## src/rtl/apbarb.sv

```systemverilog
// Round-robin arbiter sharing one APB completer between N valid/ready requesters.
// Define APBARB_TIMEOUT_EN to abort ACCESS phases that exceed TOUT cycles.
module apbarb #(
    parameter int N    = 4,
    parameter int RW   = 32,
    parameter int RAW  = 5,
    parameter int TOUT = 16
) (
    input  logic             apb_pclk,
    input  logic             nreset,
    input  logic [N-1:0]     req_valid,
    input  logic [N-1:0]     req_write,
    input  logic [N*RAW-1:0] req_addr,
    input  logic [N*RW-1:0]  req_wdata,
    output logic [N-1:0]     req_ready,
    output logic [N-1:0]     rsp_valid,
    output logic [RW-1:0]    rsp_rdata,
    output logic             rsp_err,
    output logic             apb_psel,
    output logic             apb_penable,
    output logic             apb_pwrite,
    output logic [RAW-1:0]   apb_paddr,
    output logic [RW-1:0]    apb_pwdata,
    output logic [3:0]       apb_pstrb,
    output logic [2:0]       apb_pprot,
    input  logic             apb_pready,
    input  logic [RW-1:0]    apb_prdata,
    input  logic             apb_pslverr
);

    localparam int IW = $clog2(N);

    typedef enum logic [1:0] {IDLE, SETUP, ACCESS} state_t;

    if (N < 2 || N > 16 || TOUT < 1) begin : g_param_chk
        $error("apbarb: parameter out of range");
    end

    state_t           state_q, state_d;
    logic [IW-1:0]    last_q, last_d;
    logic [IW-1:0]    win_q, win_d;
    logic [IW-1:0]    pick, idx;
    logic             hit;
    logic             psel_d, pen_d, pwrite_d, err_d;
    logic [RAW-1:0]   paddr_d;
    logic [RW-1:0]    pwdata_d, rdata_d;
    logic [N-1:0]     rdy_d, rsv_d;
    logic [RAW-1:0]   addr_a  [N];
    logic [RW-1:0]    wdata_a [N];

`ifdef APBARB_TIMEOUT_EN
    localparam int CW = $clog2(TOUT + 1);
    logic [CW-1:0]    cnt_q, cnt_d;
`endif

    for (genvar g = 0; g < N; g++) begin : g_slice
        assign addr_a[g]  = req_addr[g*RAW +: RAW];
        assign wdata_a[g] = req_wdata[g*RW +: RW];
    end

    assign apb_pstrb = 4'hF;
    assign apb_pprot = 3'b000;

    // Scan from farthest to nearest so the requester just after last wins.
    always_comb begin
        pick = last_q;
        hit  = 1'b0;
        idx  = '0;
        for (int k = N; k >= 1; k--) begin
            idx = IW'((int'(last_q) + k) % N);
            if (req_valid[idx]) begin
                pick = idx;
                hit  = 1'b1;
            end
        end
    end

    always_comb begin
        state_d  = state_q;
        last_d   = last_q;
        win_d    = win_q;
        psel_d   = apb_psel;
        pen_d    = apb_penable;
        pwrite_d = apb_pwrite;
        paddr_d  = apb_paddr;
        pwdata_d = apb_pwdata;
        rdy_d    = '0;
        rsv_d    = '0;
        rdata_d  = '0;
        err_d    = 1'b0;
`ifdef APBARB_TIMEOUT_EN
        cnt_d    = cnt_q;
`endif
        unique case (state_q)
            IDLE: begin
                if (hit) begin
                    state_d  = SETUP;
                    last_d   = pick;
                    win_d    = pick;
                    psel_d   = 1'b1;
                    pen_d    = 1'b0;
                    pwrite_d = req_write[pick];
                    paddr_d  = addr_a[pick];
                    pwdata_d = wdata_a[pick];
                    rdy_d    = N'(1) << pick;
                end
            end
            SETUP: begin
                state_d = ACCESS;
                pen_d   = 1'b1;
`ifdef APBARB_TIMEOUT_EN
                cnt_d   = '0;
`endif
            end
            ACCESS: begin
                if (apb_pready) begin
                    state_d = IDLE;
                    psel_d  = 1'b0;
                    pen_d   = 1'b0;
                    rsv_d   = N'(1) << win_q;
                    rdata_d = apb_pwrite ? '0 : apb_prdata;
                    err_d   = apb_pslverr;
                end
`ifdef APBARB_TIMEOUT_EN
                else if (cnt_q == CW'(TOUT - 1)) begin
                    state_d = IDLE;
                    psel_d  = 1'b0;
                    pen_d   = 1'b0;
                    rsv_d   = N'(1) << win_q;
                    err_d   = 1'b1;
                end else begin
                    cnt_d = cnt_q + 1'b1;
                end
`endif
            end
            default: state_d = IDLE;
        endcase
    end

    always_ff @(posedge apb_pclk or negedge nreset) begin
        if (!nreset) begin
            state_q     <= IDLE;
            last_q      <= IW'(N - 1);
            win_q       <= '0;
            apb_psel    <= 1'b0;
            apb_penable <= 1'b0;
            apb_pwrite  <= 1'b0;
            apb_paddr   <= '0;
            apb_pwdata  <= '0;
            req_ready   <= '0;
            rsp_valid   <= '0;
            rsp_rdata   <= '0;
            rsp_err     <= 1'b0;
`ifdef APBARB_TIMEOUT_EN
            cnt_q       <= '0;
`endif
        end else begin
            state_q     <= state_d;
            last_q      <= last_d;
            win_q       <= win_d;
            apb_psel    <= psel_d;
            apb_penable <= pen_d;
            apb_pwrite  <= pwrite_d;
            apb_paddr   <= paddr_d;
            apb_pwdata  <= pwdata_d;
            req_ready   <= rdy_d;
            rsp_valid   <= rsv_d;
            rsp_rdata   <= rdata_d;
            rsp_err     <= err_d;
`ifdef APBARB_TIMEOUT_EN
            cnt_q       <= cnt_d;
`endif
        end
    end

endmodule

```

## config.mk

```make
export PLATFORM = sky130hd
export DESIGN_NAME = apbarb
export DESIGN_NICKNAME = d
export VERILOG_FILES = /design/src/rtl/apbarb.sv
export SDC_FILE = /design/constraint.sdc
export NUM_CORES = 1
export LEC_CHECK = 0
export ABC_AREA = 1
export CAP_MARGIN = 5
export CORE_MARGIN = 5
export CORE_UTILIZATION = 42
export CTS_BUF_LIST = sky130_fd_sc_hd__clkbuf_8
export DETAILED_ROUTE_END_ITERATION = 16
export GPL_TIMING_DRIVEN = 0
export PLACE_DENSITY = 0.83
export SLEW_MARGIN = 20
export SYNTH_ARGS = -nofsm -noshare
export SYNTH_HDL_FRONTEND = slang
export SYNTH_SLANG_ARGS = --single-unit
```

## constraint.sdc

```tcl
create_clock -name apb_pclk -period 2.4 [get_ports apb_pclk]
set_input_delay 0.24 -clock apb_pclk [delete_from_list [all_inputs] [get_ports apb_pclk]]
set_output_delay 0.24 -clock apb_pclk [all_outputs]
set_load 0.005 [all_outputs]
```

==> results.cfg <==
[die]
die-width_um = 125
num_rows = 42
die_area_sq_mm = 0.0157
fp.dieH_um = 125
coreArea_sq_mm = 0.0131
initial_core_util = 0.426
num_io_pins = 280

[power_and_ir_drop]
irDropWorstVdd_mv = 0.813
power_frac_seq = 0.194
switching_share = 0.495
pwr-share-comb = 0.709
power_density_mw_per_mm2 = 1300
p_clk_frac = 0.097
power.leakage_nw = 4.88
p_sw_mw = 5.68
p_int_mw = 5.78

[critical_path]
cp_max_fo = 10
crit_arrival_ns = 2.51
cpLargestDelayFamily = simple AND/OR/NAND/NOR gates
cp-end-kind = flip-flop
reg2reg_to = apb_pwdata[18]
worstReg2RegStart = last_q[0]
r2r_cells = 12
path_buf_inv = 2
cpPeakStageDelay_ns = 0.56
cp.required_ns = 2.71
crit_chain = buf_6, nand2_1, nand2_1, nand2_1, nand3_1, nand3_1, nand2_1, buf_1, nand3_1, nand2_1, nand2_1, nand2_1
r2r_slack_ns = 0.20
criticalPathCategory = reg2reg
crit_top_cell = nand2_1
cp-start-kind = flip-flop
cpMaxStageDelayCell = dfstp_2

[place]
routabilityCongestion = 0.906
port_buffers = 272
dpl.cell_count = 1291
pre_cts_slack_ns = 0.0596
detailed_place_hpwl_mm = 15.5
placedInstanceArea_sq_mm = 0.00858

[layout]
area_growth_pct = 57.4
num_antenna_cells = 0
n_fill_cell = 1172
finalNetCount = 1322
final_common_cell = clkdlybuf4s50_1
fin_area_sq_mm = 0.00880
layout-drive-gt1-share = 0.0840
fin_cells = 1307
final_cell_mix = 271 x clkdlybuf4s50_1, 225 x nand2_1, 200 x inv_1

[sta]
finalClockSkew_ns = 0.00923
min_period_over_period = 0.916
relSlewSlack = 0.647
fin_hold_ws_ns = 0.378
final-hold-violation-count = 0
fin_setup_tns_ns = 0
worst_slack_ns = 0.201
period_needed_ns = 2.20
finalSetupViolCount = 0
max_freq_ghz = 0.455
slew_violations = 0
worst_pin_slew_ns = 0.529
rsz0062_at_grt = false

[logic_synthesis]
synth-seq-area-share = 0.390
yosysUniqueCellTypes = 22
netlist_area_sq_mm = 0.00559
synth_top_cells_by_area = dfrtp_1 38%, nand3_1 16%, nand2_1 15%, inv_1 13%, nand3_2 3.6%
ys_ff_latch = 87
avgSynthCellArea_sq_um = 6.68
yosys_warnings = 0
synth_top_area_frac = 0.380
yosys.area.top_type = dfrtp_1
synth_cells = 837

[drt]
final_antenna_net_count = 0
drc_errors = 0
wl_per_cell_um = 15.1
vias_per_cell = 4.69
dr_total_vias = 6134
drt_iter0_markers = 402
totalWireLength_mm = 19.8
dr.pass1.iters = 8

[min_path]
hp-start = apb_prdata[22]
hp-class = in2reg
holdPathStages = 3
holdPathEnd = rsp_rdata[22]

[grt]
grt_pass1_vias = 6053
grt_usage = 0.247
grt_pass1_wl_mm = 31.1
antenna_found_initial = 0
grt_max_degree = 54
overflow = 0

[cts]
root_buffer = clkbuf_8
cts_sinks = 87
cts_buffer_depth = 2
cts_buffers = 9
cts_tree = built
clk_latency_ns = 0.37
h-tree-depth = 3
clkTransAtPathRegs_ns = 0.09

[job]
max_cap_violations = 0

[status]
status = finished, final reports clean
## through the flow
step,total power [mW],utilization
after global routing,12.5,0.670
after detailed placement,10.4,0.653
after floorplan,7.49,-
final,11.5,0.670
after CTS,11.5,0.670
after global placement,10.2,0.651
## worst max-delay path by stage
| stage | start | cells past startpoint | endpoint |
|---|---|---|---|
| global route | last_q[0] | 12 | apb_pwrite |
| floorplan | last_q[0] | 16 | apb_pwdata[3] |
| global placement | nreset | 1 | apb_pwdata[7] |
| detailed placement | req_valid[1] | 12 | apb_pwdata[2] |
| CTS | last_q[0] | 12 | apb_pwdata[2] |
| finish | last_q[0] | 12 | apb_pwdata[18] |
## logic make-up (layout without fill, tap and decap cells)
logic type | count (synthesis) | count (layout) | share of synthesized area
compound gates | 11 | 11 | 0.00985
fa+ha+maj | 4 | 4 | 0.00895
buf+inv | 260 | 549 | 0.204
flops | 87 | 87 | 0.390
other cells | 2 | 7 | 0.00134
simple gates | 473 | 473 | 0.386
## layer usage
metal | routed length, um | global-route usage | vias to the layer above | share of wire
li1 | - | - | 3058 | -
met5 | 0 | 0 | - | 0
met2 | 9880 | 0.430 | 268 | 0.50
met1 | 7980 | 0.308 | 2773 | 0.40
met3 | 1430 | 0.0465 | 35 | 0.072
met4 | 483 | 0.0848 | 0 | 0.024
## synth_stat cells
cell / instances
dfstp_2: 2
or2_2: 1
nand3_1: 178
ha_1: 4
nand2_2: 3
nand3_2: 20
nand2_1: 225
conb_1: 2
inv_1: 200
o21ai_0: 8
clkbuf_1: 11
nor2_1: 40
nor3_1: 4
buf_2: 19
o21ai_1: 3
buf_6: 13
buf_1: 2
inv_2: 4
buf_4: 11
nand3_4: 1
nand2_4: 1
dfrtp_1: 85
## power by group through the flow
stage	registers (mW)	logic (mW)	clock network, mW
after floorplan	2.25	5.23	0
after global placement	2.23	7.97	0
after detailed placement	2.24	8.12	0
after CTS	2.22	8.14	1.13
after global routing	2.28	9.05	1.19
final	2.22	8.12	1.11
## registers in the layout, indices dropped and copies added, names as in the netlist
signal / cells
apb_paddr: 5
apb_penable: 1
apb_psel: 1
apb_pwdata: 32
apb_pwrite: 1
last_q: 2
req_ready: 4
rsp_err: 1
rsp_rdata: 32
rsp_valid: 4
state_q: 2
win_q: 2
## worst register-to-register path, stage by stage, from the launching register on
cell     delay, ns
dfstp_2       0.56
buf_6         0.14
nand2_1       0.05
nand2_1       0.09
nand2_1       0.08
nand3_1       0.07
nand3_1       0.07
nand2_1       0.22
buf_1         0.44
nand3_1       0.21
nand2_1       0.11
nand2_1       0.05
nand2_1       0.06
## cell type report
class	count	area [sq um]	share of cell area
Clock buffer	11	151	0.0172
Clock inverter	5	63.8	0.00725
Timing Repair Buffer	274	2760	0.313
Buffer	55	372	0.0422
Tap cell	176	220	0.0250
Multi-Input combinational cell	495	2290	0.260
Sequential cell	87	2180	0.248
Inverter	204	766	0.0870
## timing repair
action,CTS,global route
setup endpoints to repair,0,13
buffers inserted,0,0
hold endpoints to repair,32,0
resized for setup,0,3
hold buffers,1,0
No activity file was read; power rests on OpenSTA's default activity.
